$ cat config.mk
export PLATFORM = sky130hd
export DESIGN_NAME = spi_pad_rx
export DESIGN_NICKNAME = d
export VERILOG_FILES = /design/src/rtl/pad_link_pkg.sv /design/src/rtl/sync_edge.sv /design/src/rtl/spi_pad_rx.sv
export SDC_FILE = /design/constraint.sdc
export NUM_CORES = 1
export LEC_CHECK = 0
export CELL_PAD_IN_SITES_DETAIL_PLACEMENT = 1
export CELL_PAD_IN_SITES_GLOBAL_PLACEMENT = 1
export CORE_UTILIZATION = 46
export CTS_BUF_LIST = sky130_fd_sc_hd__clkbuf_2
export CTS_CLUSTER_SIZE = 16
export DETAILED_ROUTE_END_ITERATION = 10
export GPL_TIMING_DRIVEN = 1
export PLACE_DENSITY = 0.86
export REMOVE_ABC_BUFFERS = 1
export SETUP_SLACK_MARGIN = 0.05
export SLEW_MARGIN = 20
export SYNTH_ARGS = -nofsm -noshare
export SYNTH_HDL_FRONTEND = slang
export SYNTH_SLANG_ARGS = --single-unit
$ cat constraint.sdc
create_clock -name system_clock -period 2.24 [get_ports system_clock]
set_input_delay 0.224 -clock system_clock [delete_from_list [all_inputs] [get_ports system_clock]]
set_output_delay 0.224 -clock system_clock [all_outputs]
set_load 0.01 [all_outputs]
$ cat src/rtl/pad_link_pkg.sv
// Shared definitions for controller-pad link receivers: frame layout,
// receiver states and the frame checksum helper.
package pad_link_pkg;

    localparam logic [7:0]  HEADER     = 8'hA5;
    localparam int unsigned FRAME_BITS = 32;
    localparam logic [7:0]  CHK_XOR    = 8'hFF;

    typedef enum logic {
        ST_IDLE = 1'b0,
        ST_RX   = 1'b1
    } rx_state_e;

    // Received frame, first byte on the wire in the top byte.
    typedef struct packed {
        logic [7:0] header;
        logic [7:0] data_hi;
        logic [7:0] data_lo;
        logic [7:0] chk;
    } pad_frame_t;

    // Checksum the sender places in the last byte of a frame.
    function automatic logic [7:0] pad_chk(input logic [7:0] hi, input logic [7:0] lo);
        return hi ^ lo ^ CHK_XOR;
    endfunction

endpackage

$ cat src/rtl/sync_edge.sv
// Two-flop synchroniser for one asynchronous input, followed by a history
// flop. level, rise and fall are all registered and mutually aligned, so a
// data line sampled with level lines up with a clock line's rise pulse.
module sync_edge (
    input  logic system_clock,
    input  logic reset_n,
    input  logic din,
    output logic level,
    output logic rise,
    output logic fall
);

    logic meta_q;
    logic sync_q;

    // Synchronise, keep one cycle of history and register the edge pulses.
    always_ff @(posedge system_clock) begin
        if (!reset_n) begin
            meta_q <= 1'b0;
            sync_q <= 1'b0;
            level  <= 1'b0;
            rise   <= 1'b0;
            fall   <= 1'b0;
        end else begin
            meta_q <= din;
            sync_q <= meta_q;
            level  <= sync_q;
            rise   <= sync_q & ~level;
            fall   <= ~sync_q & level;
        end
    end

endmodule

$ cat src/rtl/spi_pad_rx.sv
// Mode-0 SPI slave receiving 32-bit controller button frames. A frame is
// checked on chip-select release and, if good, its button word is
// presented atomically; the word falls back to all-released on link loss.
module spi_pad_rx
    import pad_link_pkg::*;
#(
    parameter int unsigned BITS           = 12,
    parameter logic [7:0]  HEADER         = pad_link_pkg::HEADER,
    parameter int unsigned TIMEOUT_CYCLES = 2400000
) (
    input  logic            system_clock,
    input  logic            reset_n,
    input  logic            spi_sck,
    input  logic            spi_mosi,
    input  logic            spi_cs_n,
    output logic [BITS-1:0] buttons,
    output logic            frame_ok,
    output logic            frame_err,
    output logic            link_up
);

    localparam int unsigned CNT_W   = 6;
    localparam int unsigned TMO_W   = (TIMEOUT_CYCLES > 1) ? $clog2(TIMEOUT_CYCLES) : 1;
    localparam logic [CNT_W-1:0] CNT_FULL = CNT_W'(FRAME_BITS);
    localparam logic [CNT_W-1:0] CNT_OVF  = CNT_W'(FRAME_BITS + 1);
    localparam logic [TMO_W-1:0] TMO_LAST = TMO_W'(TIMEOUT_CYCLES - 1);

    logic sck_rise;
    logic sck_level;
    logic sck_fall;
    logic mosi_level;
    logic mosi_rise;
    logic mosi_fall;
    logic cs_level;
    logic cs_rise;
    logic cs_fall;

    rx_state_e        state_q,   state_d;
    logic [CNT_W-1:0] bit_cnt_q, bit_cnt_d;
    logic [31:0]      shift_q,   shift_d;
    logic [TMO_W-1:0] tmo_cnt_q, tmo_cnt_d;
    logic [BITS-1:0]  buttons_d;
    logic             frame_ok_d;
    logic             frame_err_d;
    logic             link_up_d;

    pad_frame_t       frame;
    logic [15:0]      frame_data;
    logic             frame_good;
    logic             unused_sync;

    sync_edge u_sync_sck (
        .system_clock (system_clock),
        .reset_n      (reset_n),
        .din          (spi_sck),
        .level        (sck_level),
        .rise         (sck_rise),
        .fall         (sck_fall)
    );

    sync_edge u_sync_mosi (
        .system_clock (system_clock),
        .reset_n      (reset_n),
        .din          (spi_mosi),
        .level        (mosi_level),
        .rise         (mosi_rise),
        .fall         (mosi_fall)
    );

    sync_edge u_sync_cs (
        .system_clock (system_clock),
        .reset_n      (reset_n),
        .din          (spi_cs_n),
        .level        (cs_level),
        .rise         (cs_rise),
        .fall         (cs_fall)
    );

    // Only the SCK rise, MOSI level and CS edges matter to the receiver.
    assign unused_sync = ^{sck_level, sck_fall, mosi_rise, mosi_fall, cs_level};

    // Frame check against the shift register as it stands at CS release.
    assign frame      = pad_frame_t'(shift_q);
    assign frame_data = {frame.data_hi, frame.data_lo};
    assign frame_good = (bit_cnt_q == CNT_FULL) &&
                        (frame.header == HEADER) &&
                        (frame.chk == pad_chk(frame.data_hi, frame.data_lo));

    // State and output registers.
    always_ff @(posedge system_clock) begin
        if (!reset_n) begin
            state_q   <= ST_IDLE;
            bit_cnt_q <= '0;
            shift_q   <= '0;
            tmo_cnt_q <= '0;
            buttons   <= '1;
            frame_ok  <= 1'b0;
            frame_err <= 1'b0;
            link_up   <= 1'b0;
        end else begin
            state_q   <= state_d;
            bit_cnt_q <= bit_cnt_d;
            shift_q   <= shift_d;
            tmo_cnt_q <= tmo_cnt_d;
            buttons   <= buttons_d;
            frame_ok  <= frame_ok_d;
            frame_err <= frame_err_d;
            link_up   <= link_up_d;
        end
    end

    // Next state: link timeout first, then frame commit overrides it.
    always_comb begin
        state_d     = state_q;
        bit_cnt_d   = bit_cnt_q;
        shift_d     = shift_q;
        tmo_cnt_d   = tmo_cnt_q;
        buttons_d   = buttons;
        frame_ok_d  = 1'b0;
        frame_err_d = 1'b0;
        link_up_d   = link_up;

        if (link_up) begin
            if (tmo_cnt_q == TMO_LAST) begin
                buttons_d = '1;
                link_up_d = 1'b0;
                tmo_cnt_d = '0;
            end else begin
                tmo_cnt_d = tmo_cnt_q + TMO_W'(1);
            end
        end else begin
            tmo_cnt_d = '0;
        end

        case (state_q)
            ST_IDLE: begin
                if (cs_fall) begin
                    state_d   = ST_RX;
                    bit_cnt_d = '0;
                    shift_d   = '0;
                end
            end
            ST_RX: begin
                if (cs_rise) begin
                    state_d = ST_IDLE;
                    if (frame_good) begin
                        buttons_d  = frame_data[BITS-1:0];
                        frame_ok_d = 1'b1;
                        link_up_d  = 1'b1;
                        tmo_cnt_d  = '0;
                    end else begin
                        frame_err_d = 1'b1;
                    end
                end else if (sck_rise) begin
                    shift_d = {shift_q[30:0], mosi_level};
                    if (bit_cnt_q != CNT_OVF) begin
                        bit_cnt_d = bit_cnt_q + CNT_W'(1);
                    end
                end
            end
            default: state_d = ST_IDLE;
        endcase
    end

endmodule

==> metrics, run 1 <==
status finished clean; Starting Density 48.47%; Worst Setup Path Type reg -> reg; Ys Warns 0; final worst-path cycle share 96.36%; I/O Buffers 19; Ports 20; routability cong. 0.7644; Vias 2839; Max Cap Viol 0; Vias/cell 5.589; Core Box Area 7370 µm²; largest net degree at the start of global routing 47; vias in the first global route 3035; Synth Instances 382; Hold Path Class in -> reg; first-pass GRT wire length 15.19 mm; fillcell total 861; Final setup violation count 0; Synth async-reset ratio 0%; worst-path fanout max 12; post-route antenna net violation count 0; Min Hold Slack 0.2304 ns; DPL Wire Length 5.705 mm; top post-synthesis cells by area dfxtp_1 49%, a21boi_0 6.9%, nand3_1 5.9%, nand2_1 5.1%, xnor2_1 5.1%; P per Cell Area 623.8 nW/µm²; total grt overflow 0; CP Launch Type flip-flop; die area 8122 µm²; WP data arrival 2.66 ns; post-layout power 0.002548 W; Setup crit end kind flip-flop; NumNets Final 412; clock sink total 88; DR WL/cell 18.09 µm; Critical Path RT 2.74 ns; Worst-path clk slew 0.26 ns; Worst-Skew Late Latency 0.57 ns; Pins Over Slew Limit 0; starting DRC count in detailed routing 116; Storage cell area 1764 µm²; Seq cells post-synth 88; DRC violations left 0; setup ws final 0.08160 ns; Synth Flop Type dfxtp_1; worst slack, placed -0.2306 ns; CTS buffer count 9; die span in x 90.12 µm; Final Hold Viols 0; top cell type's share of synthesized area 49.32%; die height 90.12 µm; register area share after synthesis 49.32%; first-pass detailed-route iteration total 4; H-tree level count 3; CTS max path bufs 2; Mapped Area 3572 µm²; worst-margin pin slew 0.6932 ns; minimum clock period 2.158 ns; GRT Total Usage 24.04%; Fmax achieved 0.4633 GHz; VDD IR max 0.4004 mV; Post-synth EDFFs 0; syn avg cell area 9.351 µm²; RSZ-0062 raised after global routing false; Distinct cells, synth 41; final core occ 55.42%; Leakage Power 1.342 nW; area grow syn2layout 14.33%; clock root cell clkbuf_2; share of layout cells above drive strength 1 9.069%; Area after DPL 3884 µm²; # rows 31; final wirelength 9.190 mm; final instance area 4084 µm²; TritonCTS clock tree done; Worst Skew 0.03578 ns; area leader, netlist dfxtp_1; initial antenna violation count 1; multi-input gate area in the final layout 1747 µm²; slew margin rel. 53.36%
power by group:
part           leakage [nW]  switching, W  internal, W
logic                 0.553     0.0000326    0.0000251
clock network        0.0772      0.000541     0.000368
registers             0.712    0.00000269      0.00158
cell families after synthesis:
kind of cell / Yosys count / synth area share [%]
flip-flops: 88 / 49.32
buffers and inverters: 24 / 2.837
AND/OR/NAND/NOR: 176 / 24.20
XOR/XNOR: 35 / 10.19
AO/OA/AOI/OAI: 55 / 12.05
adder cells (fa/ha/maj): 4 / 1.401
cell usage in the layout, fill, tap and decap left out, types with 3 or more instances in the layout:
| master | Yosys | layout |
|---|---|---|
| xor2_1 | 10 | 10 |
| inv_1 | 4 | 4 |
| nand4_1 | 9 | 9 |
| nor3_1 | 3 | 3 |
| a21boi_0 | 33 | 33 |
| and2_1 | 9 | 9 |
| nor2b_1 | 4 | 4 |
| clkbuf_2 | 0 | 10 |
| and3_1 | 3 | 3 |
| buf_4 | 0 | 9 |
| xnor2_1 | 21 | 21 |
| dfxtp_1 | 88 | 86 |
| nand2_1 | 49 | 49 |
| nor2_1 | 38 | 37 |
| ha_1 | 4 | 4 |
| nand3_1 | 42 | 42 |
| clkdlybuf4s50_1 | 0 | 19 |
| o22a_1 | 12 | 12 |
state kept, by name (all words and copies together) (netlist names), 6 cells and up:
name and cells:
frame 32, tmo_cnt_q 22, bit_cnt_q 6, buttons 12
critical path, cell delays in order, from the launching register on:
cell and delay [ns]:
dfxtp_1 0.40, or4b_1 0.58, nor4_2 0.35, nand4_1 0.26, o311ai_4 0.18, buf_12 0.18, o22a_1 0.14
final cells by class:
type	count	share of cell area [%]
Tap cell	99	3.033
Sequential cell	88	43.20
Clock buffer	10	1.225
Multi-Input combinational cell	270	42.77
Inverter	4	0.3676
Timing Repair Buffer	30	7.292
Clock inverter	6	2.053
Antenna cell	1	0.06127
stage by stage:
| stage | setup TNS (ns) | instances |
|---|---|---|
| after CTS | 0 | 506 |
| after floorplan | -11.92 | 362 |
| after global placement | -1.114 | 489 |
| final | 0 | 508 |
| after global routing | 0 | 508 |
| after detailed placement | -2.536 | 489 |
synth_stat cells, types with 2 or more instances:
cell type,instances
nor2_1,38
and3_1,3
nand4_1,9
nand2b_1,2
dfxtp_1,88
o21a_1,2
xor2_1,10
ha_1,4
nand3_1,42
buf_1,3
nand2_1,49
nor4_1,3
or3_4,2
xor3_1,2
xnor3_1,2
and2_1,9
a21oi_1,3
clkbuf_1,13
a21boi_0,33
or4_1,2
nor3_1,3
nor2b_1,4
xnor2_1,21
inv_1,4
buf_2,3
or3_1,2
o22a_1,12
path summary, 6_finish.rpt:
kind	from	endpoint	slack (ns)	depth (start not counted)
setup reg to reg	tmo_cnt_q[13]$_SDFF_PN0_	buttons[10]$_SDFF_PN1_	0.08	6
hold reg to reg	u_sync_sck.level$_SDFF_PN0_	u_sync_sck.rise$_SDFF_PN0_	0.41	1
setup / recovery	tmo_cnt_q[13]$_SDFF_PN0_	buttons[10]$_SDFF_PN1_	0.08	6
hold / removal	spi_sck	u_sync_sck.meta_q$_SDFF_PN0_	0.23	2
metal layers:
layer	wire length, µm	share of wire [%]	vias to the layer above	track usage, %
met2	4707	51	66	42.81
met3	291	3.2	23	5.753
li1	-	-	1351	-
met4	238	2.6	0	10.89
met1	3953	43	1399	27.05
met5	0	0	-	0
repair_timing:
| action | 4_1_cts | 5_1_grt |
|---|---|---|
| gates resized for setup | 1 | 6 |
| pin swaps | 1 | 1 |
| setup endpoints to repair | 12 | 35 |
| setup buffers | 1 | 1 |
| hold buffers | 0 | 0 |
| cloned | 0 | 0 |
Note: power is estimated with default switching activity, not from simulation.
==> run 2, diff against run 1 <==
- SKIP_CTS_REPAIR_TIMING: not set -> 1
==> run 2 against run 1 <==
Net effect: critical path type unchanged; clock-buffer cell count unchanged; global-route usage shrank 2.5 points; flip-flop and latch count did not move; register-to-register slack better by 0.05 ns; maximum frequency grew 2.4%; largest power group unchanged; final area down 0.15%; non-clock buffer count is the same; clock power is 1% lower; via count is 0.60% lower; combinational power hardly changed; worst hold slack gained 0.0017 ns; critical path depth unchanged.
==> metrics, run 2 (same netlist as run 1, synthesis figures left out) <==
H-tree level count 3 (unchanged); I/O Buffers 19 (unchanged); Power Internal 0.001971 W (about the same); # rows 31 (unchanged); Core Box Area 7370 µm² (unchanged); starting DRC count in detailed routing 135 (was 116); Inserted Diodes 0 (was 1); FF-to-FF End buttons[10]$_SDFF_PN1_ (unchanged); hold_sp spi_sck (unchanged); sequential share of power 62.3% (was 62.0%); TritonCTS clock tree done (unchanged); Worst Setup Path Type reg -> reg (unchanged); CP Launch Type flip-flop (unchanged); Area after DPL 3884 µm² (unchanged); Vias/cell 5.566 (was 5.589); status finished clean (unchanged); Worst-Skew Late Latency 0.56 ns (was 0.57 ns); NumNets Final 412 (unchanged); Setup crit end kind flip-flop (unchanged); Max Cap Viol 0 (unchanged); WP data arrival 2.58 ns (was 2.66 ns); post-layout power 0.002537 W (was 0.002548 W); first-pass detailed-route iteration total 5 (was 4); first-pass GRT wire length 13.90 mm (was 15.19 mm); P per Cell Area 622.1 nW/µm² (was 623.8 nW/µm²); Pins Over Slew Limit 0 (unchanged); slew margin rel. 51.68% (was 53.36%); GRT Total Usage 21.57% (was 24.04%); minimum clock period 2.107 ns (was 2.158 ns); clock sink total 88 (unchanged); Final Hold Viols 0 (unchanged); Critical Path RT 2.71 ns (was 2.74 ns); RSZ-0062 raised after global routing false (unchanged); worst r2r src frame[8]$_SDFFE_PN0P_ (was tmo_cnt_q[13]$_SDFF_PN0_); worst-margin pin slew 0.7182 ns (was 0.6932 ns); Worst-path clk slew 0.22 ns (was 0.26 ns); final instance area 4078 µm² (was 4084 µm²); die span in x 90.12 µm (unchanged); Worst Skew 0.02595 ns (was 0.03578 ns); total grt overflow 0 (unchanged); final wirelength 8.604 mm (was 9.190 mm); Vias 2822 (was 2839); most frequent cells in the layout 87 x dfxtp_1, 49 x nand2_1, 42 x nand3_1, 38 x nor2_1, 33 x a21boi_0 (was 86 x dfxtp_1, 49 x nand2_1, 42 x nand3_1, 37 x nor2_1, 33 x a21boi_0); initial antenna violation count 0 (was 1); vias in the first global route 2929 (was 3035); FF-to-FF path depth 6 (unchanged); area grow syn2layout 14.15% (was 14.33%); Sw Pwr 0.0005661 W (was 0.0005766 W); Starting Density 48.47% (unchanged); VDD IR max 0.3742 mV (was 0.4004 mV); commonest non-fill, non-tap cell in the layout dfxtp_1 (unchanged); DPL Wire Length 5.705 mm (unchanged); worst-path fanout max 13 (was 12); die height 90.12 µm (unchanged); hold path cells 2 (unchanged); largest net degree at the start of global routing 47 (unchanged); Comb pwr share 2.3% (about the same); DR WL/cell 16.97 µm (was 18.09 µm); Fmax achieved 0.4746 GHz (was 0.4633 GHz); Clk network pwr share 35.4% (was 35.7%); Net Sw Frac 22.32% (was 22.63%); R2R Setup Slk 0.13 ns (was 0.08 ns); Hold EP u_sync_sck.meta_q$_SDFF_PN0_ (unchanged); clock root cell clkbuf_2 (unchanged); max reg flops 32 (unchanged); Leakage Power 1.341 nW (was 1.342 nW); final worst-path cycle share 94.07% (was 96.36%); die area 8122 µm² (unchanged); CTS buffer count 9 (unchanged); Hold Path Class in -> reg (unchanged); Ports 20 (unchanged); Final setup violation count 0 (unchanged); post-route antenna net violation count 0 (unchanged); share of layout cells above drive strength 1 8.578% (was 9.069%); routability cong. 0.7644 (unchanged); CTS max path bufs 2 (unchanged); DRC violations left 0 (unchanged)
[run 2: how the worst max path moves through the flow]
| stage | to | slack (ns) | startpoint | depth (start not counted) |
|---|---|---|---|---|
| finish | buttons[10]$_SDFF_PN1_ | 0.13 | frame[8]$_SDFFE_PN0P_ | 6 |
| CTS | buttons[10]$_SDFF_PN1_ | -0.28 | bit_cnt_q[2]$_SDFFE_PN0P_ | 5 |
| global placement | buttons[4]$_SDFF_PN1_ | -0.09 | bit_cnt_q[2]$_SDFFE_PN0P_ | 5 |
| detailed placement | buttons[0]$_SDFF_PN1_ | -0.23 | bit_cnt_q[2]$_SDFFE_PN0P_ | 5 |
| floorplan | frame[0]$_SDFFE_PN0P_ | -0.36 | state_q$_SDFF_PN0_ | 4 |
| global route | buttons[4]$_SDFF_PN1_ | 0.05 | frame[0]$_SDFFE_PN0P_ | 6 |
[run 2: worst max-delay path, cell delays in order, from the launching register on]
cell and delay [ns]:
dfxtp_1 0.50, xnor3_1 0.36, nor2_1 0.13, nand4_1 0.15
buf_4 0.19, or3_4 0.48, o22a_1 0.21
[run 2: power groups by stage]
stage	registers (W)	logic [W]	clock network, W
CTS	0.00158	0.0000531	0.000920
global placement	0.00161	0.0000511	0
finish	0.00158	0.0000579	0.000899
detailed placement	0.00161	0.0000529	0
global route	0.00158	0.0000627	0.000976
floorplan	0.00161	0.0000218	0
[run 2: final cells by class]
cell class                      count  area, µm²
Clock buffer                       10      50.05
Multi-Input combinational cell    270       1744
Fill cell                         865       3292
Tap cell                           99      123.9
Timing Repair Buffer               30      297.8
Sequential cell                    88       1763
Clock inverter                      6      83.83
Inverter                            4      15.01
[run 2: per-stage QoR]
step | worst slack [ns] | instances | hold WS (ns) | TNS [ns] | utilization, %
CTS | -0.2838 | 505 | 0.1918 | -3.178 | 54.52
detailed placement | -0.2306 | 489 | 0.3863 | -2.536 | 52.70
global route | 0.05224 | 507 | 0.2138 | 0 | 55.33
finish | 0.1329 | 507 | 0.2321 | 0 | 55.33
global placement | -0.09407 | 489 | 0.3743 | -1.114 | 52.70
floorplan | -0.3581 | 362 | 0.3415 | -11.92 | -
[run 2: per-layer routing]
metal  vias up  wire length (µm)  global-route usage, %
met1      1395              3606                  24.13
met5         -                 0                      0
met2        59              4455                  39.38
li1       1348                 -                      -
met4         0               240                  8.468
met3        20               302                  4.907
